==> src/rtl/shift_tx_sequencer.sv <==
// shift_tx_sequencer: drives an external N-bit shift register's load/shift controls to serialise words.
// Handshake-to-done latency 1 + N*DIV cycles; tx_ready stays low while a word is in flight (LOAD/SHIFT/GAP).
module shift_tx_sequencer #(
    parameter int   N    = 4,
    parameter int   DIV  = 4,
    parameter int   GAP  = 1,
    parameter logic FILL = 1'b1
) (
    input  logic                 clk,
    input  logic                 reset_n,
    input  logic [N-1:0]         tx_data,
    input  logic                 tx_valid,
    output logic                 tx_ready,
    input  logic                 abort,
    output logic [N-1:0]         sr_par,
    output logic                 sr_load,
    output logic                 sr_en,
    output logic                 sr_in,
    output logic                 busy,
    output logic [$clog2(N)-1:0] bit_idx,
    output logic                 done
);
    localparam int BW = $clog2(N);
    localparam int DW = (DIV > 1) ? $clog2(DIV) : 1;
    localparam int GW = (GAP * DIV > 1) ? $clog2(GAP * DIV) : 1;
    localparam logic [DW-1:0] DIV_LAST = DW'(DIV - 1);
    localparam logic [BW-1:0] BIT_LAST = BW'(N - 1);
    localparam logic [GW-1:0] GAP_LAST = GW'((GAP > 0) ? GAP * DIV - 1 : 0);

    typedef enum logic [1:0] {
        S_IDLE,
        S_LOAD,
        S_SHIFT,
        S_GAP
    } state_t;

    state_t        r_state;
    logic [DW-1:0] r_div;
    logic [BW-1:0] r_bit;
    logic [GW-1:0] r_gap;
    logic [N-1:0]  r_hold;
    logic          r_live;

    logic w_in_flight;
    logic w_abort;
    logic w_tick;
    logic w_last;

    assign w_in_flight = (r_state != S_IDLE);
    assign w_abort     = abort & w_in_flight;
    assign w_tick      = (r_state == S_SHIFT) && (r_div == DIV_LAST);
    assign w_last      = w_tick && (r_bit == BIT_LAST);

    // r_live keeps tx_ready low until the first clock edge after reset release.
    assign tx_ready = r_live & ~w_in_flight & ~abort;
    assign sr_load  = (r_state == S_LOAD) & ~abort;
    assign sr_en    = ((r_state == S_LOAD) | w_tick) & ~abort;
    assign done     = w_last & ~abort;
    assign busy     = w_in_flight;
    assign bit_idx  = (r_state == S_SHIFT) ? r_bit : '0;
    assign sr_par   = r_hold;
    assign sr_in    = FILL;

    always_ff @(posedge clk or negedge reset_n) begin
        if (!reset_n) begin
            r_state <= S_IDLE;
            r_div   <= '0;
            r_bit   <= '0;
            r_gap   <= '0;
            r_hold  <= '0;
            r_live  <= 1'b0;
        end else begin
            r_live <= 1'b1;
            if (w_abort) begin
                r_state <= S_IDLE;
                r_div   <= '0;
                r_bit   <= '0;
                r_gap   <= '0;
            end else begin
                case (r_state)
                    S_IDLE: begin
                        if (tx_valid && tx_ready) begin
                            r_hold  <= tx_data;
                            r_state <= S_LOAD;
                        end
                    end
                    S_LOAD: begin
                        r_div   <= '0;
                        r_bit   <= '0;
                        r_gap   <= '0;
                        r_state <= S_SHIFT;
                    end
                    S_SHIFT: begin
                        if (r_div == DIV_LAST) begin
                            r_div <= '0;
                            if (r_bit == BIT_LAST) begin
                                r_bit   <= '0;
                                r_state <= (GAP > 0) ? S_GAP : S_IDLE;
                            end else begin
                                r_bit <= r_bit + 1'b1;
                            end
                        end else begin
                            r_div <= r_div + 1'b1;
                        end
                    end
                    S_GAP: begin
                        if (r_gap == GAP_LAST) begin
                            r_gap   <= '0;
                            r_state <= S_IDLE;
                        end else begin
                            r_gap <= r_gap + 1'b1;
                        end
                    end
                    default: r_state <= S_IDLE;
                endcase
            end
        end
    end
endmodule

==> config.mk <==
export PLATFORM = sky130hd
export DESIGN_NAME = shift_tx_sequencer
export DESIGN_NICKNAME = d
export VERILOG_FILES = /design/src/rtl/shift_tx_sequencer.sv
export SDC_FILE = /design/constraint.sdc
export NUM_CORES = 1
export LEC_CHECK = 0
export BUFFER_PORTS_ARGS = -buffer_cell sky130_fd_sc_hd__buf_2
export CORE_ASPECT_RATIO = 0.7
export CORE_MARGIN = 10
export CORE_UTILIZATION = 34
export CTS_CLUSTER_DIAMETER = 50
export DETAILED_ROUTE_END_ITERATION = 10
export GPL_ROUTABILITY_DRIVEN = 0
export GPL_TIMING_DRIVEN = 0
export SKIP_CTS_REPAIR_TIMING = 1
export SLEW_MARGIN = 25
export SYNTH_ARGS = -nofsm -noshare
export SYNTH_HDL_FRONTEND = slang
export SYNTH_SLANG_ARGS = --single-unit
==> constraint.sdc <==
create_clock -name clk -period 3.1 [get_ports clk]
set_input_delay 0.31 -clock clk [delete_from_list [all_inputs] [get_ports clk]]
set_output_delay 0.31 -clock clk [all_outputs]
set_load 0.02 [all_outputs]
==> results of run 1 <==
## area by class of cell
type                    instances  area, µm²
clock buffers                   4       26.3
flip-flops and latches         13        325
inverters                       3       11.3
repair buffers                 19        100
multi-input cells              52        418
plain buffers                   3       30.0
well taps                      32       40.0
fillers                       224       1220
## layer usage
layer | vias up | GRT usage [%]
met3 | 2 | 2.54
met1 | 265 | 8.74
met2 | 8 | 12.2
met5 | - | 0
li1 | 296 | -
met4 | 0 | 3.89
## registers in the layout, indices dropped and copies added (netlist names)
name	flops
sr_par	4
r_bit	2
r_div	2
r_gap	2
r_state	2
r_live	1
## how the worst min path moves through the flow
stage	startpoint	end	cells after the start
6_report	tx_data[1]	sr_par[1]	2
5_1_grt	tx_data[2]	sr_par[2]	2
4_1_cts	reset_n	sr_par[1]	1
3_5_place_dp	reset_n	sr_par[1]	1
3_3_place_gp	reset_n	sr_par[1]	1
2_1_floorplan	reset_n	r_bit[0]	0
## cell usage in the layout (no fill, tap or decap), types with 2 or more instances in the layout
master and n:
buf_6 2, conb_1 2, and2_1 2, nor3_1 2
nand3_1 2, nand2_1 6, a22o_1 2, inv_1 3
mux2_1 4, dfrtp_1 13, buf_2 18, nor2_1 5
ha_1 7, a21oi_1 2, clkbuf_4 3
## per-stage QoR
step | hold WS [ns] | std cells | cell area (µm²)
after global routing | 0.229 | 126 | 951
after detailed placement | 0.217 | 121 | 915
after floorplan | 0.0144 | 71 | 785
final | 0.239 | 126 | 951
after CTS | -0.0911 | 125 | 941
after global placement | 0.216 | 121 | 915
## worst max-delay path: cells and delay by family (launching register included)
family,cells,cell delay [ns]
flops,1,0.46
buf+inv,3,0.38
simple gates,1,0.23
fa+ha+maj,1,0.22
## logic make-up (layout without fill, tap and decap cells)
group           Yosys count  after routing
buf+inv                   6             29
flops                    13             13
mux                       5              5
simple gates             26             26
compound gates           12             12
fa+ha+maj                 7              7
other cells               1              2
## report_power, final
group	total, mW	switching [mW]	internal [mW]
sequential	0.270	0.0433	0.227
clock	0.106	0.0563	0.0499
combinational	0.438	0.238	0.200
total	0.814	0.338	0.477
==> reports/qor.yml, run 1 <==
min_path_type: "in2reg"
ys.flop_type: "dfrtp_1"
port_buffers: 18
critPathLaunchType: "flip-flop"
drtIter0Drc: 20
grt_pass1_vias: 579
fp.dieArea_um2: 4640
area_delta_synth_final_pct: 21.8
wl_met3_um: 45
yosys.area.top_type: "dfrtp_1"
finalHoldViolations: 0
cpMaxStageDelayCell: "dfrtp_1"
p_per_area_nw_per_um2: 856
synthXorXnorAreaFrac_pct: 0
yosys.area_share.adder_pct: 11.2
die_w_um: 77.3
core_area_um2: 2170
skew_ns: 0.00625
ir_drop_mv: 0.411
htreeDepth: 1
critPathRequiredTime_ns: 2.79
synth_most_common_cell: "dfrtp_1"
worst_setup_path_end_kind: "output port"
dieHeight_um: 60.1
netlist_instances: 70
p_leak_nw: 0.507
r2r_slack_ns: 1.37
pre_cts_ws_ns: 1.38
grt_max_degree: 14
clockBufferDepth: 2
max_freq_mhz: 533
fin_ws_ns: 1.22
final_nets: 110
fin_crit_ns: 1.88
initial_core_util_pct: 35.9
fin_crit_sh_pct: 60.6
ant_nets: 0
clk_pin_slew_ns: 0.08
tritoncts: "yes"
r2r_end: "r_bit[0]"
viasPerCell: 4.53
drv_cap: 0
synth_cell_types: 32
ys_seq_elements: 13
synth.avg_cell_area_um2: 11.2
wl_met2_um: 817
clockRootBuffer: "clkbuf_4"
drv_slew: 0
fin_util_pct: 43.8
io_pins: 20
grt_pass1_wl_um: 2770
rr_worst_depth: 7
endpoint: "done"
drc_errors: 0
clkLatencyLatePin_ns: 0.28
yosysWarnings: 0
async_flop_share_pct: 100
synth-compound-area-share_pct: 12.8
wl_per_cell_um: 13.0
synth_area_leaders: "dfrtp_1, ha_1, mux2_1"
path_max_fanout: 10
grt_usage_pct: 7.52
synth_top_family_by_area: "simple AND/OR/NAND/NOR gates"
synth_top_area_share_pct: 41.7
antenna_cells: 0
synth-seq-area-share_pct: 41.7
outcome: "finished, final reports clean"
num_vias: 571
netlist_top_cells_count: "dfrtp_1, ha_1, nand2_1, nor2_1, mux2_1"
grt_overflow: 0
wl_um: 1640
top_layer_used: "met4"
rsz0062_at_grt: "no"
synthMuxAreaShare_pct: 7.53
drive_above_1_share_pct: 33.0
reg2reg_from: "r_state[1]"
synth-simple-area-share_pct: 21.0
worstSetupStartpoint: "r_state[0]"
arrival_ns: 1.57
worstSetupPathType: "reg2out"
numCtsBuffers: 3
cts.sinks: 13
std_cell_rows: 14
power_uw: 814
first_pass_iters: 3
antenna_found_initial: 0
cp_cell_sequence: "inv_1 > ha_1 > buf_6 > and4b_2 > buf_2"
setup_viol_count_final: 0
wl_met1_um: 750
synth-edff-count: 0
synth_area_um2: 781
critPathMaxStageDelay_ns: 0.46
fin_tns_setup_ns: 0
Note: power is estimated with default switching activity, not from simulation.
==> run 2: changes to the inputs <==
clock period = 1.7 ns   (was 3.1 ns; I/O delays follow)
==> reports/qor.yml, run 2 (synthesis results as in run 1) <==
port_buffers: 18  # unchanged
drc_errors: 0  # unchanged
tritoncts: "yes"  # unchanged
grt_pass1_vias: 579  # unchanged
p_per_area_nw_per_um2: 1580  # was 856 nW/µm²
critPathMaxStageDelay_ns: 0.46  # about the same
clockRootBuffer: "clkbuf_4"  # unchanged
first_pass_iters: 4  # was 3
endpoint: "done"  # unchanged
cp_cell_sequence: "inv_2 > ha_2 > buf_6 > and4b_2 > buf_4"  # was inv_1 > ha_1 > buf_6 > and4b_2 > buf_2
worst_setup_path_end_kind: "output port"  # unchanged
wl_met2_um: 868  # was 817 µm
cp_top_family: "flip-flops"  # unchanged
grt_overflow: 0  # unchanged
fin_crit_ns: 1.63
fin_tns_setup_ns: 0  # unchanged
antenna_cells: 0  # unchanged
worstSetupStartpoint: "r_state[0]"  # unchanged
r2r_end: "r_bit[1]"  # was r_bit[0]
drv_slew: 0  # unchanged
arrival_ns: 1.46  # was 1.57 ns
path_max_fanout: 9  # was 10
skew_ns: 0.00646  # was 0.00625 ns
drive_above_1_share_pct: 42.7  # was 33.0%
numCtsBuffers: 3  # unchanged
p_leak_nw: 0.514  # was 0.507 nW
grt_max_degree: 14  # unchanged
wl_um: 1680  # was 1640 µm
grt_usage_pct: 7.52  # unchanged
core_area_um2: 2170  # unchanged
die_w_um: 77.3  # unchanged
dieHeight_um: 60.1  # unchanged
std_cell_rows: 14  # unchanged
max_freq_mhz: 615
num_vias: 597  # was 571
clkLatencyLatePin_ns: 0.28  # about the same
outcome: "finished, final reports clean"  # unchanged
layout_common_cells: "buf_2, dfrtp_1, ha_1, buf_4"  # was buf_2, dfrtp_1, ha_1, nand2_1, nor2_1
final_nets: 112  # was 110
antenna_found_initial: 0  # unchanged
viasPerCell: 4.66  # was 4.53
top_layer_used: "met4"  # unchanged
cpMaxStageDelayCell: "dfrtp_2"  # was dfrtp_1
rsz0062_at_grt: "no"  # unchanged
ant_nets: 0  # unchanged
io_pins: 20  # unchanged
drtIter0Drc: 10  # was 20
r2r_slack_ns: 0.09  # was 1.37 ns
wl_per_cell_um: 13.1  # was 13.0 µm
area_delta_synth_final_pct: 26.9  # was 21.8%
largest_reg_flops: 4  # unchanged
critPathLaunchType: "flip-flop"  # unchanged
final_common_cell: "buf_2"  # unchanged
grt_pass1_wl_um: 2770  # unchanged
fp.dieArea_um2: 4640  # unchanged
fillers: 221  # was 224
setup_viol_count_final: 0  # unchanged
worst-path-buf-inv: 3  # unchanged
initial_core_util_pct: 35.9  # unchanged
drv_cap: 0  # unchanged
critPathRequiredTime_ns: 1.53  # was 2.79 ns
cts.sinks: 13  # unchanged
reg2reg_from: "r_state[1]"  # unchanged
worstSetupPathType: "reg2out"  # unchanged
finalHoldViolations: 0  # unchanged
fin_crit_sh_pct: 95.6
fin_util_pct: 45.6  # was 43.8%
wl_met3_um: 74  # was 45 µm
clockBufferDepth: 2  # unchanged
cp.depth: 5  # unchanged
htreeDepth: 1  # unchanged
ir_drop_mv: 0.736  # was 0.411 mV
min_path_type: "in2reg"  # unchanged
wl_met1_um: 709  # was 750 µm
clk_pin_slew_ns: 0.08  # about the same
rr_worst_depth: 6  # was 7
run 2: changes by cell type in the layout (fill, tap and decap cells not counted), moves of 2 or more:
cell / before / now
dfrtp_1: 13 / 11
buf_2: 18 / 15
inv_2: 0 / 2
buf_4: 1 / 6
dfrtp_2: 0 / 2
inv_1: 3 / 1
run 2: final cells by class:
class                      count  area, µm²  share of cell area [%]
timing repair buffer          21        123                    12.4
clock buffer                   4       26.3                    2.65
sequential                    13        328                    33.1
tap                           32       40.0                    4.04
buffer                         3       30.0                    3.03
multi-input combinational     52        433                    43.7
inverter                       3       11.3                    1.14
run 2: worst min path at each step:
stage / depth (start not counted) / slack [ns] / startpoint / end
finish: 2 / 0.1 / tx_data[1] / sr_par[1]
global route: 2 / 0.08 / tx_data[1] / sr_par[1]
CTS: 1 / -0.23 / reset_n / sr_par[1]
detailed placement: 1 / 0.08 / reset_n / sr_par[1]
global placement: 1 / 0.08 / reset_n / sr_par[1]
floorplan: 0 / -0.13 / reset_n / r_bit[0]
run 2: power breakdown:
| group | internal, mW | switching [mW] |
|---|---|---|
| logic | 0.413 | 0.456 |
| registers | 0.418 | 0.0819 |
| clock network | 0.0910 | 0.103 |
run 2: metal layers:
layer / up-vias / GRT usage, %
li1: 303 / -
met1: 280 / 8.74
met2: 12 / 12.2
met3: 2 / 2.54
met4: 0 / 3.89
met5: - / 0
run 2: per-stage QoR:
stage	setup WS (ns)	power, mW	hold WS [ns]	instance area [µm²]	instances
6_report	0.0748	1.56	0.0989	991	128
5_1_grt	0.00220	1.69	0.0843	991	128
4_1_cts	-0.0600	1.51	-0.231	941	125
3_5_place_dp	-0.0247	1.31	0.0773	915	121
3_3_place_gp	0.0115	1.28	0.0759	915	121
2_1_floorplan	0.175	1.10	-0.126	785	71
